$ cat src/rtl/read_vels.sv
// Fetches the four face velocities around one pressure cell; build with READ_VELS_WALL_BOUND_EN to return walls at field edges.
// Latency: done pulses BRAM_LATENCY+2 cycles after start; one fetch per BRAM_LATENCY+2 cycles.
// No backpressure: start is only honoured in IDLE and is otherwise dropped, never queued.
module read_vels #(
    parameter int FIELD_WIDTH  = 8,
    parameter int FIELD_HEIGHT = 6,
    parameter int H_VEL_WIDTH  = FIELD_WIDTH - 1,
    parameter int H_VEL_SIZE   = H_VEL_WIDTH * FIELD_HEIGHT,
    parameter int V_VEL_WIDTH  = FIELD_WIDTH,
    parameter int V_VEL_SIZE   = V_VEL_WIDTH * (FIELD_HEIGHT - 1),
    parameter int VEL_DATAW    = 33,
    parameter int H_VEL_ADDRW  = $clog2(H_VEL_SIZE),
    parameter int V_VEL_ADDRW  = $clog2(V_VEL_SIZE),
    parameter int BRAM_LATENCY = 2
) (
    input  logic                   clk,
    input  logic                   rst,
    input  logic                   start,
    input  logic [31:0]            field_x,
    input  logic [31:0]            field_y,
    output logic [H_VEL_ADDRW-1:0] h_vel_addr_read,
    output logic [V_VEL_ADDRW-1:0] v_vel_addr_read,
    input  logic [VEL_DATAW-1:0]   h_vel_data_out,
    input  logic [VEL_DATAW-1:0]   v_vel_data_out,
    output logic [VEL_DATAW-1:0]   vx1,
    output logic [VEL_DATAW-1:0]   vx2,
    output logic [VEL_DATAW-1:0]   vy1,
    output logic [VEL_DATAW-1:0]   vy2,
    output logic                   busy,
    output logic                   done
);

    localparam logic [31:0] FW32 = 32'(FIELD_WIDTH);
    localparam logic [31:0] FH32 = 32'(FIELD_HEIGHT);
    localparam logic [31:0] HW32 = 32'(H_VEL_WIDTH);
    localparam logic [31:0] VW32 = 32'(V_VEL_WIDTH);

`ifdef READ_VELS_WALL_BOUND_EN
    localparam logic [VEL_DATAW-1:0] BOUND_VAL = {1'b1, {(VEL_DATAW-1){1'b0}}};
`else
    localparam logic [VEL_DATAW-1:0] BOUND_VAL = '0;
`endif

    typedef enum logic [1:0] {
        S_IDLE,
        S_ISSUE1,
        S_ISSUE2,
        S_WAIT
    } state_t;

    typedef struct packed {
        logic act;
        logic side;
        logic vld_h;
        logic vld_v;
    } tag_t;

    state_t      state;
    state_t      state_nxt;
    logic [31:0] x_q;
    logic [31:0] y_q;
    tag_t        tag_in;
    tag_t        tag_out;
    tag_t        tag_pipe [BRAM_LATENCY];

    logic out_of_range;
    logic vld_left;
    logic vld_right;
    logic vld_up;
    logic vld_down;

    assign out_of_range = (x_q >= FW32) || (y_q >= FH32);
    assign vld_left     = !out_of_range && (x_q != 32'd0);
    assign vld_right    = !out_of_range && (x_q != FW32 - 32'd1);
    assign vld_up       = !out_of_range && (y_q != 32'd0);
    assign vld_down     = !out_of_range && (y_q != FH32 - 32'd1);
    assign tag_out      = tag_pipe[BRAM_LATENCY-1];

    always_ff @(posedge clk) begin
        if (rst) begin
            state <= S_IDLE;
        end else begin
            state <= state_nxt;
        end
    end

    always_comb begin
        state_nxt = state;
        case (state)
            S_IDLE:   if (start) state_nxt = S_ISSUE1;
            S_ISSUE1: state_nxt = S_ISSUE2;
            S_ISSUE2: state_nxt = S_WAIT;
            S_WAIT:   if (tag_out.act && !tag_out.side) state_nxt = S_IDLE;
            default:  state_nxt = S_IDLE;
        endcase
    end

    // Invalid faces still issue (at address 0) so both sides keep fixed timing.
    always_comb begin
        h_vel_addr_read = '0;
        v_vel_addr_read = '0;
        tag_in          = '0;
        case (state)
            S_ISSUE1: begin
                tag_in = '{act: 1'b1, side: 1'b1, vld_h: vld_left, vld_v: vld_up};
                if (vld_left) h_vel_addr_read = H_VEL_ADDRW'((x_q - 32'd1) + y_q * HW32);
                if (vld_up)   v_vel_addr_read = V_VEL_ADDRW'(x_q + (y_q - 32'd1) * VW32);
            end
            S_ISSUE2: begin
                tag_in = '{act: 1'b1, side: 1'b0, vld_h: vld_right, vld_v: vld_down};
                if (vld_right) h_vel_addr_read = H_VEL_ADDRW'(x_q + y_q * HW32);
                if (vld_down)  v_vel_addr_read = V_VEL_ADDRW'(x_q + y_q * VW32);
            end
            default: ;
        endcase
    end

    always_ff @(posedge clk) begin
        if (rst) begin
            for (int i = 0; i < BRAM_LATENCY; i++) tag_pipe[i] <= '0;
        end else begin
            tag_pipe[0] <= tag_in;
            for (int i = 1; i < BRAM_LATENCY; i++) tag_pipe[i] <= tag_pipe[i-1];
        end
    end

    always_ff @(posedge clk) begin
        if (rst) begin
            x_q  <= '0;
            y_q  <= '0;
            busy <= 1'b0;
            done <= 1'b0;
            vx1  <= '0;
            vx2  <= '0;
            vy1  <= '0;
            vy2  <= '0;
        end else begin
            done <= 1'b0;
            if (state == S_IDLE && start) begin
                x_q  <= field_x;
                y_q  <= field_y;
                busy <= 1'b1;
            end
            if (tag_out.act) begin
                if (tag_out.side) begin
                    vx1 <= tag_out.vld_h ? h_vel_data_out : BOUND_VAL;
                    vy1 <= tag_out.vld_v ? v_vel_data_out : BOUND_VAL;
                end else begin
                    vx2  <= tag_out.vld_h ? h_vel_data_out : BOUND_VAL;
                    vy2  <= tag_out.vld_v ? v_vel_data_out : BOUND_VAL;
                    done <= 1'b1;
                    busy <= 1'b0;
                end
            end
        end
    end

endmodule

$ cat config.mk
export PLATFORM = sky130hd
export DESIGN_NAME = read_vels
export DESIGN_NICKNAME = d
export VERILOG_FILES = /design/src/rtl/read_vels.sv
export SDC_FILE = /design/constraint.sdc
export NUM_CORES = 1
export LEC_CHECK = 0
export CELL_PAD_IN_SITES_DETAIL_PLACEMENT = 1
export CELL_PAD_IN_SITES_GLOBAL_PLACEMENT = 1
export CORE_ASPECT_RATIO = 0.75
export CORE_MARGIN = 2
export CORE_UTILIZATION = 43
export CTS_BUF_LIST = sky130_fd_sc_hd__clkbuf_8
export DETAILED_ROUTE_END_ITERATION = 8
export DONT_BUFFER_PORTS = 1
export PLACE_DENSITY_LB_ADDON = 0.05
export SETUP_SLACK_MARGIN = 0.02
export SYNTH_ARGS = -nofsm -noshare
export SYNTH_HDL_FRONTEND = slang
export SYNTH_SLANG_ARGS = --single-unit
$ cat constraint.sdc
create_clock -name clk -period 8.8 [get_ports clk]
set_clock_uncertainty 0.05 [all_clocks]
set_input_delay 0.44 -clock clk [delete_from_list [all_inputs] [get_ports clk]]
set_output_delay 0.44 -clock clk [all_outputs]
set_load 0.01 [all_outputs]
== Word level (Yosys, flattened, before mapping) ==
Memories as Yosys holds them, arrays and structs flattened.
Cells that the tools add are included.

* Register bits: 200
* Memory bits (writable): 8
* Input bits: 133
* Output and inout bits: 146
* Word-level logic and storage cells: 67
* Memories: 1

{| class="wikitable"
|+ Memories
! memory !! words !! width !! rd ports !! clocked after memory_dff !! write ports !! line !! text
|-
| tag_pipe || 2 || 4 || 2 || 0 || 2 || 64 || <nowiki>tag_t tag_pipe [BRAM_LATENCY];</nowiki>
|}

* Add/sub/neg operators: 6
* $mul: 1
* Order comparisons: 2
* Equality and inequality tests: 7
* Muxes and demuxes: 21
* Bitwise gates (word level): 4
* Reductions and logical operators: 16

{| class="wikitable"
|+ Operators by type and width
! cell !! count
|-
| $mux 33 || 2
|-
| $ne 32x3->1 const B || 2
|-
| $reduce_bool 32->1 || 2
|-
| $ge 32x3->1 const B || 1
|-
| $ge 32x4->1 const B || 1
|-
| $mul 32x3->6 const B || 1
|-
| $add 6x6->6 || 4
|-
| $mux 6 || 4
|-
| $pmux 6 s2 || 2
|-
| $mux 4 || 2
|-
| $pmux 2 s4 || 1
|-
| $pmux 4 s2 || 1
|-
| $mux 1 || 7
|-
| $logic_and 1x1->1 || 6
|-
| $reduce_and 2->1 || 3
|-
| $sub 6x1->6 const B || 1
|-
| $eq 2x2->1 const B || 2
|-
| $mux 2 || 2
|-
| $ne 2x2->1 const B || 2
|-
| $sub 3x1->3 const B || 1
|-
| $eq 2x1->1 const B || 1
|-
| $logic_not 1->1 || 2
|-
| $logic_not 2->1 || 1
|-
| $not 1->1 || 2
|-
| other kinds (3) || 4
|}

== Longest topological paths before layout ==
* Depth in word-level cells: 6
* Depth in mapped cells: 14

== Least setup slack after synthesis ==
OpenSTA, ideal clock, no wires.

* Path kind: reg-to-output
* Start point: register y_q[1]
* End point: output h_vel_addr_read[5]
* Arrival time: 3.340 ns
* Data required time: 8.310 ns
* Path slack: 4.970 ns
* Stages on the path, launching flop included: 15
* Path buffers: 0
* Cells stage by stage: dfxtp_1 > inv_1 > fa_1 > inv_1 > ha_1 > fa_1 > inv_1 > ha_1 > inv_1 > ha_1 > a21o_1 > a21oi_1 > xor3_1 > o22ai_1 > and2_1

* Word-level cells in the longest chain between the ends: 6
* Elaborated cells between the ends (all ways): 11
* Classes of those cells: add/sub (2); mul (1); order compare (1); mux (3); reduce/logical (4)

{| class="wikitable"
|+ Ends and longest elaborated chain
! item !! line !! text
|-
| start: declaration || 61 || <nowiki>logic [31:0] y_q;</nowiki>
|-
| start signal: assignment || 141 || <nowiki>y_q <= field_y;</nowiki>
|-
| branches (longest 5 deep; another with $mul 32x3->6) || - ||
|-
| $pmux 6 s2 (*) || 103 || <nowiki>case (state)</nowiki>
|-
| end: declaration || 21 || <nowiki>output logic [H_VEL_ADDRW-1:0] h_vel_addr_read,</nowiki>
|}

Mark *: on every way between the ends.

== Worst setup path in the final report ==
* Start point: register y_q[0]
* End point: output h_vel_addr_read[5]

The elaborated chain is that of the path after synthesis.

==> flow_summary.toml <==
[outcome]
outcome = "completed"

[yosys]
synth-seq-cells = 208
syn-mean-instance-area_sq_um = 9.02
synthTopCellsByCount = "dfxtp_1, nand2_1, a21oi_1, nand3_1, a32o_1"
synthCells = 908
synth_area_sq_um = 8190
synth.largest_area_cell = "dfxtp_1"
yosysMostFrequentCell = "dfxtp_1"
synth-edff-count = 0
yosysUniqueCellTypes = 31
syn_nets = 1080
synth-async-reset-ratio_pct = 0
synth_seq_area_share_pct = 50.8
synthTopCellsByArea = "dfxtp_1, nand2_1, a21oi_1, a32o_1, ha_1"
synthFlopType = "dfxtp_1"
synth.top_cell.area_share_pct = 50.8
yosys_warnings = 0

[timing]
rsz0062_at_grt = "false"
drv_slew = 0
fmax_mhz = 214
finalCriticalPeriod_ns = 4.67
tightest_slew_ns = 1.18
tns_ns = 0
hold_viol = 0
setup-violations-final = 0
post-route-period-util_pct = 53.1
slew_headroom_pct = 20.7

[clock_tree]
root_buffer = "clkbuf_8"
cts_resized = 0
cts.hold.buffers_added = 1
path_clk_slew_ns = 0.06
cts_made_buffers = 35
cts_tree = "built"
htreeDepth = 2
clk-insertion-delay-late_ns = 0.50
post-cts-setup-buffers = 0
clkSinkCount = 208
clockBufferDepth = 3

[worst_setup_path]
rr_startpoint = "y_q[0]"
worstPathRequired_ns = 8.31
critPathKind = "reg -> out"
end_kind = "output pin"
r2r_cells = 7
rrSetupSlack_ns = 6.22
r2r_end = "tag_pipe[0][1]"
worst-path-max-fanout = 6
worstSetupStartpointType = "register"
arrival_ns = 4.18

[cells_and_area]
area_growth_pct = 9.45
n_antenna_cell = 0
layout-drive-gt1-share_pct = 7.00
fin_area_sq_um = 8970
final_nets = 1052

[die]
core_sq_um = 18600
pin_count = 279
dieArea_sq_um = 20200
die_h_um = 124
fp.dieW_um = 163
start_util_pct = 44.1
rows = 43

[place]
portBuffers = 0
dpl-instance-area_sq_um = 8300
gp_congestion = 0.815
dp_hpwl_um = 16200

[global_routing]
grt_usage_pct = 22.5
antenna_found_initial = 0
grt_start_max_net_pins = 138
grt_pass1_vias = 6735
overflow = 0
grt_pass1_wl_um = 36000

[power]
pwr-share-seq_pct = 44.0
pwr-share-clk_pct = 33.7
power_leakage_nw = 3.29
internal-power_mw = 1.63
power_frac_comb_pct = 22.3
netSwitchingFraction_pct = 31.7
ir_drop_mv = 0.128
power_density_nw_per_um2 = 266
power_switching_uw = 754

[routing]
post_drt_wl_per_cell_um = 20.8
ant_nets = 0
drt_iter0_markers = 423
drt_pass1_iterations = 6
via_per_inst = 5.70
drc_errors = 0
routed_wl_um = 23800
vias = 6538

[min_path]
whs_path_depth = 2
hp-start = "field_y[8]"
hold_path_end = "y_q[8]"
hp-class = "in -> reg"

[flow_run]
drv_cap = 0
[placed cells by master, fill, tap and decap left out, types with 8 or more instances in the layout]
cell type	instances
dfxtp_1	206
nand2_1	196
a21oi_1	140
nand3_1	68
a32o_1	66
inv_1	43
clkbuf_8	42
ha_1	31
nor4_1	14
and2_1	12
xnor2_1	9
fa_1	8
[worst max-delay path, stage by stage (launching register included)]
cell	delay [ns]
dfxtp_1	0.43
inv_1	0.19
fa_1	0.56
inv_1	0.04
ha_1	0.22
fa_1	0.52
inv_1	0.05
ha_1	0.27
inv_1	0.09
ha_1	0.37
a21o_1	0.22
a21oi_1	0.17
xor3_1	0.23
o22ai_1	0.14
and2_1	0.20
[metrics by stage]
step	worst slack [ns]	utilization (%)	instances	power, mW	hold slack [ns]
floorplan	4.97	-	908	1.46	0.364
global placement	4.79	44.7	1089	1.55	0.367
detailed placement	4.65	44.7	1089	1.59	0.386
CTS	4.10	48.3	1147	2.41	0.000618
global route	3.93	48.3	1147	2.52	0.00819
finish	4.13	48.3	1147	2.38	0.0295
[worst max path at each step]
stage,start,to,depth (start not counted)
floorplan,y_q[1],h_vel_addr_read[5],14
global placement,y_q[1],h_vel_addr_read[5],14
detailed placement,y_q[1],h_vel_addr_read[5],14
CTS,y_q[1],h_vel_addr_read[5],14
global route,y_q[1],h_vel_addr_read[5],14
finish,y_q[0],h_vel_addr_read[5],14
[cells by family after synthesis]
logic type | share of synthesized area, %
simple gates | 17.0
compound gates | 18.5
flops | 50.8
buf+inv | 4.72
fa+ha+maj | 6.69
xor+xnor | 2.06
mux | 0.244
[power by group through the flow]
stage / Combinational [mW] / Sequential [mW] / Clock, mW
3_3_place_gp: 0.483 / 1.06 / 0
5_1_grt: 0.592 / 1.06 / 0.867
6_report: 0.531 / 1.05 / 0.802
2_1_floorplan: 0.408 / 1.05 / 0
4_1_cts: 0.538 / 1.05 / 0.819
3_5_place_dp: 0.517 / 1.07 / 0
[sequential cells by signal, indices dropped and copies added (netlist names)]
register / flops
busy: 1
done: 1
state: 2
tag_pipe: 8
vx1: 33
vx2: 33
vy1: 33
vy2: 33
x_q: 32
y_q: 32
[cell type report]
cell class	count	area [sq um]
Clock buffer	42	578
Clock inverter	15	63.8
Fill cell	2164	9600
Inverter	32	120
Multi-Input combinational cell	597	3660
Sequential cell	208	4170
Tap cell	247	309
Timing Repair Buffer	6	65.1
[metal layers]
| layer | global-route usage (%) | up-vias | wire (um) |
|---|---|---|---|
| met5 | 0 | - | 0 |
| met3 | 10.1 | 35 | 2700 |
| met1 | 27.0 | 3165 | 9410 |
| met2 | 36.5 | 239 | 11300 |
| li1 | - | 3099 | - |
| met4 | 6.91 | 0 | 457 |
Power figures use the tool's default switching activity.
